===== src/rtl/binary_to_bcd_seq.sv =====
// Sequential binary-to-BCD converter (shift-and-add-3), one operand bit per clock.
// A start/done handshake frames each conversion; the result and overflow flag are held between conversions.
module binary_to_bcd_seq #(
  parameter int WIDTH  = 8,
  parameter int DIGITS = 3
) (
  input  logic                  clk,
  input  logic                  reset,
  input  logic                  start,
  input  logic [WIDTH-1:0]      bin,
  output logic                  busy,
  output logic                  done,
  output logic [4*DIGITS-1:0]   bcd,
  output logic                  overflow
);

  localparam int SW = 4 * DIGITS;
  localparam int CW = $clog2(WIDTH + 1);

  localparam logic [0:0] S_IDLE  = 1'b0;
  localparam logic [0:0] S_SHIFT = 1'b1;

  logic [0:0]       r_state;
  logic [WIDTH-1:0] r_shift;
  logic [SW-1:0]    r_scratch;
  logic [CW-1:0]    r_cnt;
  logic             r_ovf_acc;
  logic [SW-1:0]    r_bcd;
  logic             r_ovf;
  logic             r_done;
  logic             r_busy;

  logic [SW-1:0]    w_adj;
  logic [SW-1:0]    w_next_scratch;
  logic             w_carry;
  logic             w_last;

  // A digit of 5..9 becomes 8..12, so it carries into the next digit when shifted.
  function automatic logic [3:0] f_add3(input logic [3:0] d);
    if (d >= 4'd5) begin
      return d + 4'd3;
    end else begin
      return d;
    end
  endfunction

  // Per-digit correction followed by the one-bit left shift of {scratch, operand}.
  always_comb begin
    w_adj = '0;
    for (int i = 0; i < DIGITS; i++) begin
      w_adj[4*i +: 4] = f_add3(r_scratch[4*i +: 4]);
    end
    w_next_scratch = {w_adj[SW-2:0], r_shift[WIDTH-1]};
    w_carry        = w_adj[SW-1];
    w_last         = (r_cnt == CW'(1));
  end

  // Control FSM, datapath registers and held result.
  always_ff @(posedge clk) begin
    if (reset) begin
      r_state   <= S_IDLE;
      r_shift   <= '0;
      r_scratch <= '0;
      r_cnt     <= '0;
      r_ovf_acc <= 1'b0;
      r_bcd     <= '0;
      r_ovf     <= 1'b0;
      r_done    <= 1'b0;
      r_busy    <= 1'b0;
    end else begin
      r_done <= 1'b0;
      case (r_state)
        S_IDLE: begin
          if (start) begin
            r_shift   <= bin;
            r_scratch <= '0;
            r_cnt     <= CW'(WIDTH);
            r_ovf_acc <= 1'b0;
            r_busy    <= 1'b1;
            r_state   <= S_SHIFT;
          end else begin
            r_state <= S_IDLE;
          end
        end
        S_SHIFT: begin
          r_scratch <= w_next_scratch;
          r_shift   <= {r_shift[WIDTH-2:0], 1'b0};
          r_ovf_acc <= r_ovf_acc | w_carry;
          r_cnt     <= r_cnt - CW'(1);
          if (w_last) begin
            // A carry dropped off the top digit means the value needs more digits than we have.
            r_bcd   <= w_next_scratch;
            r_ovf   <= r_ovf_acc | w_carry;
            r_done  <= 1'b1;
            r_busy  <= 1'b0;
            r_state <= S_IDLE;
          end else begin
            r_state <= S_SHIFT;
          end
        end
        default: begin
          r_state <= S_IDLE;
          r_busy  <= 1'b0;
        end
      endcase
    end
  end

  assign busy     = r_busy;
  assign done     = r_done;
  assign bcd      = r_bcd;
  assign overflow = r_ovf;

endmodule


===== config.mk =====
export PLATFORM = sky130hd
export DESIGN_NAME = binary_to_bcd_seq
export DESIGN_NICKNAME = d
export VERILOG_FILES = /design/src/rtl/binary_to_bcd_seq.sv
export SDC_FILE = /design/constraint.sdc
export NUM_CORES = 1
export LEC_CHECK = 0
export BUFFER_PORTS_ARGS = -buffer_cell sky130_fd_sc_hd__buf_2
export CAP_MARGIN = 20
export CORE_ASPECT_RATIO = 2
export CORE_MARGIN = 8
export CORE_UTILIZATION = 60
export CTS_CLUSTER_DIAMETER = 120
export DETAILED_ROUTE_END_ITERATION = 10
export PLACE_DENSITY_LB_ADDON = 0.12
export SYNTH_ARGS = -nofsm -noshare
export SYNTH_HDL_FRONTEND = slang
export SYNTH_SLANG_ARGS = --single-unit

===== constraint.sdc =====
create_clock -name clk -period 4.05 [get_ports clk]
set_clock_uncertainty 0.2 [all_clocks]
set_input_delay 0.2025 -clock clk [delete_from_list [all_inputs] [get_ports clk]]
set_output_delay 0.2025 -clock clk [all_outputs]
set_load 0.01 [all_outputs]

== Yosys cells after proc, flatten, opt, wreduce, memory -nomap -nowiden ==
Index checks and enable logic that the tools add are counted.
Storage, ports and cells
  register bits: 41
  output and inout port bits: 15
  input bits: 11
  logic and storage cells: 42
Cells by class
  mux-type cells: 18
  reductions and logical operators: 3
  magnitude comparators: 3
  bitwise operators: 2
  equal/unequal tests: 3
  add/subtract/negate cells: 4
Operators by type and width (number)
  case mux 12 bit (2 select lines): 1
  two-way mux 4 bit: 4
  case mux 8 bit (2 select lines): 1
  adder 4 x 2 -> 4 bit, second input constant: 3
  greater-or-equal comparator 4 x 3 -> 1 bit, second input constant: 3
  two-way mux 12 bit: 1
  two-way mux 8 bit: 1
  case mux 4 bit (2 select lines): 1
  two-way mux 1 bit: 6
  case mux 1 bit (2 select lines): 3
  equality test 4 x 1 -> 1 bit, second input constant: 1
  AND reduction 2 bit: 2
  subtractor 4 x 1 -> 4 bit, second input constant: 1
  inequality test 2 x 1 -> 1 bit, second input constant: 1
  inequality test 2 bit, second input constant: 1
  OR reduction 2 bit: 1
  NOT 1 bit: 1
  OR 1 bit: 1

== Depth between registers and ports, before layout ==
  depth in word-level cells: 4
  gate-level depth with buffers: 7
  gate-level depth less buffers: 6

== Worst setup path after synthesis ==
No wires, ideal clock.
  kind: register to register
  start point: reg r_scratch[8]
  end point: reg r_bcd[10], in the netlist bcd[10]
  path slack: 2.390 ns
  path buffers: 0
  setup time: 0.075 ns
  stages on the path, launching flop included: 7
  data arrival time: 1.385 ns
  data required time: 3.775 ns
  clock period less this slack: 1.660 ns
  cell sequence: dfxtp_1 -> inv_1 -> ha_1 -> nand2b_1 -> a21oi_1 -> mux2_2 -> o22ai_1
On the way
  word-level cells in the longest chain between the ends: 2
  elaborated cells between the ends (all ways): 3
  classes of those cells: add/sub (1); order compare (1); mux (1)
RTL lines
  from (decl): RTL line 25  | logic [SW-1:0] r_scratch;
  from (signal assigned): RTL line 86  | r_scratch <= w_next_scratch;
  adder 4 x 2 -> 4 bit / greater-or-equal comparator 4 x 3 -> 1 bit (equally long branches): RTL line 41, 40
  two-way mux 4 bit *: RTL line 40  | if (d >= 4'd5) begin
  to (signal assigned): RTL line 92  | r_bcd <= w_next_scratch;
  to (decl): RTL line 28  | logic [SW-1:0] r_bcd;
Every way passes the cells marked *; elsewhere a longest branch is shown, timed or not.
A chain may end at the register's enable or synchronous reset.

== Worst setup path in the final report ==
  start point: reg r_cnt[1]
  end point: reg r_bcd[1], in the netlist bcd[1]
On the way
  word-level cells in the longest chain between the ends: 2
RTL lines
  from (decl): RTL line 26  | logic [CW-1:0] r_cnt;
  from (signal assigned): RTL line 77  | r_cnt <= CW'(WIDTH);
  from (signal assigned): RTL line 89  | r_cnt <= r_cnt - CW'(1);
  equality test 4 x 1 -> 1 bit: RTL line 55  | w_last = (r_cnt == CW'(1));
  AND reduction 2 bit (no source line)
No other way between the ends.

==> flow_metrics.tcl <==
set metrics [dict create \
    fill_cells 258 \
    p_leak_nw 0.852 \
    detail-route-antenna-nets 0 \
    antenna_found_initial 0 \
    cts_buffers 5 \
    pin_count 26 \
    power_density_nw_per_um2 414 \
    cp-endpoint "bcd[1]" \
    path_class "register to register" \
    dp_cells 255 \
    synth_largest_area_cell "dfxtp_1" \
    regArea_um2 821 \
    period_minus_slack_ns 2.13 \
    tightest_slew_ns 0.847 \
    syn_area_per_cell_um2 8.99 \
    crit_start "r_cnt[1]" \
    crit_chain "inv_1 -> ha_1 -> nand2_1 -> nor3_4 -> nand2b_1 -> o22ai_1" \
    yosysTopAreaCellShare_pct 43.7 \
    max-slew-margin-rel_pct 43.3 \
    fmax_ghz 0.469 \
    start_util_pct 60.9 \
    design_area_um2 2130 \
    cp_slowest_cell "nor3_4" \
    cts_tree "built" \
    hp-class "input pin to register" \
    clock_sinks 41 \
    wl_per_cell_um 14.1 \
    ys_ff_latch 41 \
    layout-drive-gt1-share_pct 18.1 \
    grt-ovfl-total 0 \
    clk-insertion-delay-late_ns 0.29 \
    drcViolationCount 0 \
    rows 29 \
    start_kind "register" \
    synth_cell_type_count 28 \
    finalHoldViolCount 0 \
    final_cell_count_no_fill 263 \
    rsz0062_at_grt "no" \
    final_cell_mix "41 x dfxtp_1, 33 x nor2_1, 25 x buf_2" \
    setup_viol 0 \
    setup_tns_ns 0 \
    vias 1493 \
    post-cts-setup-buffers 0 \
    vias_per_cell 5.68 \
    rrSetupSlack_ns 1.92 \
    drv_cap 0 \
    r2r-start "r_cnt[1]" \
    slew_viol_final 0 \
    r2r-end "bcd[1]" \
    die_h_um 95.1 \
    yosysWarningCount 0 \
    final_common_cell "dfxtp_1" \
    firstDrtPassIters 5 \
    status "complete, no violations" \
    end_kind "register" \
    port_buffers 25 \
    placed_area_um2 1990 \
    synthesis.nets 228 \
    routabilityCongestion 0.777 \
    period_share_pct 52.6 \
    core_region_area_um2 3080 \
    wl_mm 3.70 \
    area_growth_pct 13.2 \
    cts_hold_buf 0 \
    cts.repair.resized 0 \
    slowest_delay_ns 0.66 \
    clk_path_buf_depth 2 \
    grt_usage_pct 14.4 \
    num_antenna_cells 0 \
    grt_pass1_wl_mm 6.31 \
    multi_input_comb_area_um2 963 \
    dieArea_um2 5290 \
    drtIter0Drc 26 \
    rr_worst_depth 6 \
    synth_seq_area_share_pct 43.7 \
    clk_pin_slew_ns 0.08 \
    ir_drop_uv 354 \
    grt_max_degree 42 \
    dieWidth_um 55.6 \
    synthCells 209 \
    netlist_area_um2 1880 \
    fin_nets 250 \
    root_buffer "clkbuf_8" \
    dp_hpwl_mm 2.54 \
    critical_path_arrival_ns 2.15 \
    grt_pass1_vias 1424 \
    synth_area_leaders "dfxtp_1 44%, nor2_1 6.6%, ha_1 5.3%, mux2i_1 5.3%, a21oi_1 4.3%" \
    cp_max_fo 22 \
    crit_required_ns 4.07 \
    min_from "bin[0]" \
    htreeDepth 2 \
]
[cells in the mapped netlist]
master	n
a211oi_1	2
a21o_1	2
a21oi_1	16
a311oi_1	2
a311oi_2	3
a32oi_1	2
buf_2	7
buf_6	1
clkbuf_1	3
dfxtp_1	41
ha_1	8
inv_1	10
mux2_2	4
mux2i_1	10
nand2_1	7
nand2b_1	12
nand3_1	1
nand3b_1	9
nor2_1	33
nor2b_1	2
nor3_1	5
nor3_4	1
nor3b_1	4
o21ai_0	13
o22ai_1	6
o31a_1	1
o32ai_1	1
xnor2_1	3
[flip-flops by register name, summed over array words and instances, names as in the netlist]
| signal | count |
|---|---|
| overflow | 1 |
| r_state | 1 |
| r_cnt | 4 |
| busy | 1 |
| r_shift | 8 |
| r_ovf_acc | 1 |
| done | 1 |
| r_scratch | 12 |
| bcd | 12 |
[cell families (layout without fill, tap and decap cells)]
logic type,count (synthesis),after routing,synth area share (%)
xor gates and xnor gates,3,3,1.40
and+or+nand+nor,74,74,20.3
adders and majority gates,8,8,5.33
DFF,41,41,43.7
AOI/OAI and AO/OA,48,48,16.5
muxes,14,14,7.72
buffers and inverters,21,44,5.06
[area by class of cell]
type	count	area share [%]
Sequential cell	41	38.6
Timing Repair Buffer	26	6.24
Tap cell	31	1.82
Multi-Input combinational cell	147	45.3
Inverter	10	1.76
Clock buffer	5	3.24
Clock inverter	3	3.06
[power by group]
group | leakage, nW | switching (mW) | internal [mW]
logic | 0.451 | 0.0420 | 0.0307
registers | 0.333 | 0.00865 | 0.416
clock network | 0.0681 | 0.138 | 0.245
[per-layer routing]
layer | GRT usage, % | wire [um] | up-vias
met4 | 8.47 | 102 | 0
met2 | 25.3 | 1900 | 29
met5 | 0 | 0 | -
li1 | - | - | 766
met1 | 15.3 | 1560 | 689
met3 | 3.33 | 138 | 9
[per-stage QoR]
stage / total power [mW] / util [%] / setup slack (ns) / hold WS, ns
6_report: 0.880 / 69.0 / 1.92 / 0.0108
5_1_grt: 0.911 / 69.0 / 1.70 / 0.0495
2_1_floorplan: 0.488 / - / 2.39 / 0.198
3_5_place_dp: 0.506 / 64.6 / 1.90 / 0.279
4_1_cts: 0.885 / 69.0 / 1.88 / 0.00965
3_3_place_gp: 0.504 / 64.6 / 2.00 / 0.269
[critical path: cells and delay by family (launching register included)]
family	cells	cell delay (ns)
AND/OR/NAND/NOR	3	1.06
buffers and inverters	1	0.10
adder cells (fa/ha/maj)	1	0.15
flip-flops	1	0.31
AO/OA/AOI/OAI	1	0.24
[how the worst min path moves through the flow]
stage,endpoint,depth (start not counted)
CTS,r_shift[0],3
floorplan,r_shift[0],2
global route,r_shift[0],3
finish,r_shift[0],3
detailed placement,bcd[2],2
global placement,r_shift[2],2
No activity file was read; power rests on OpenSTA's default activity.
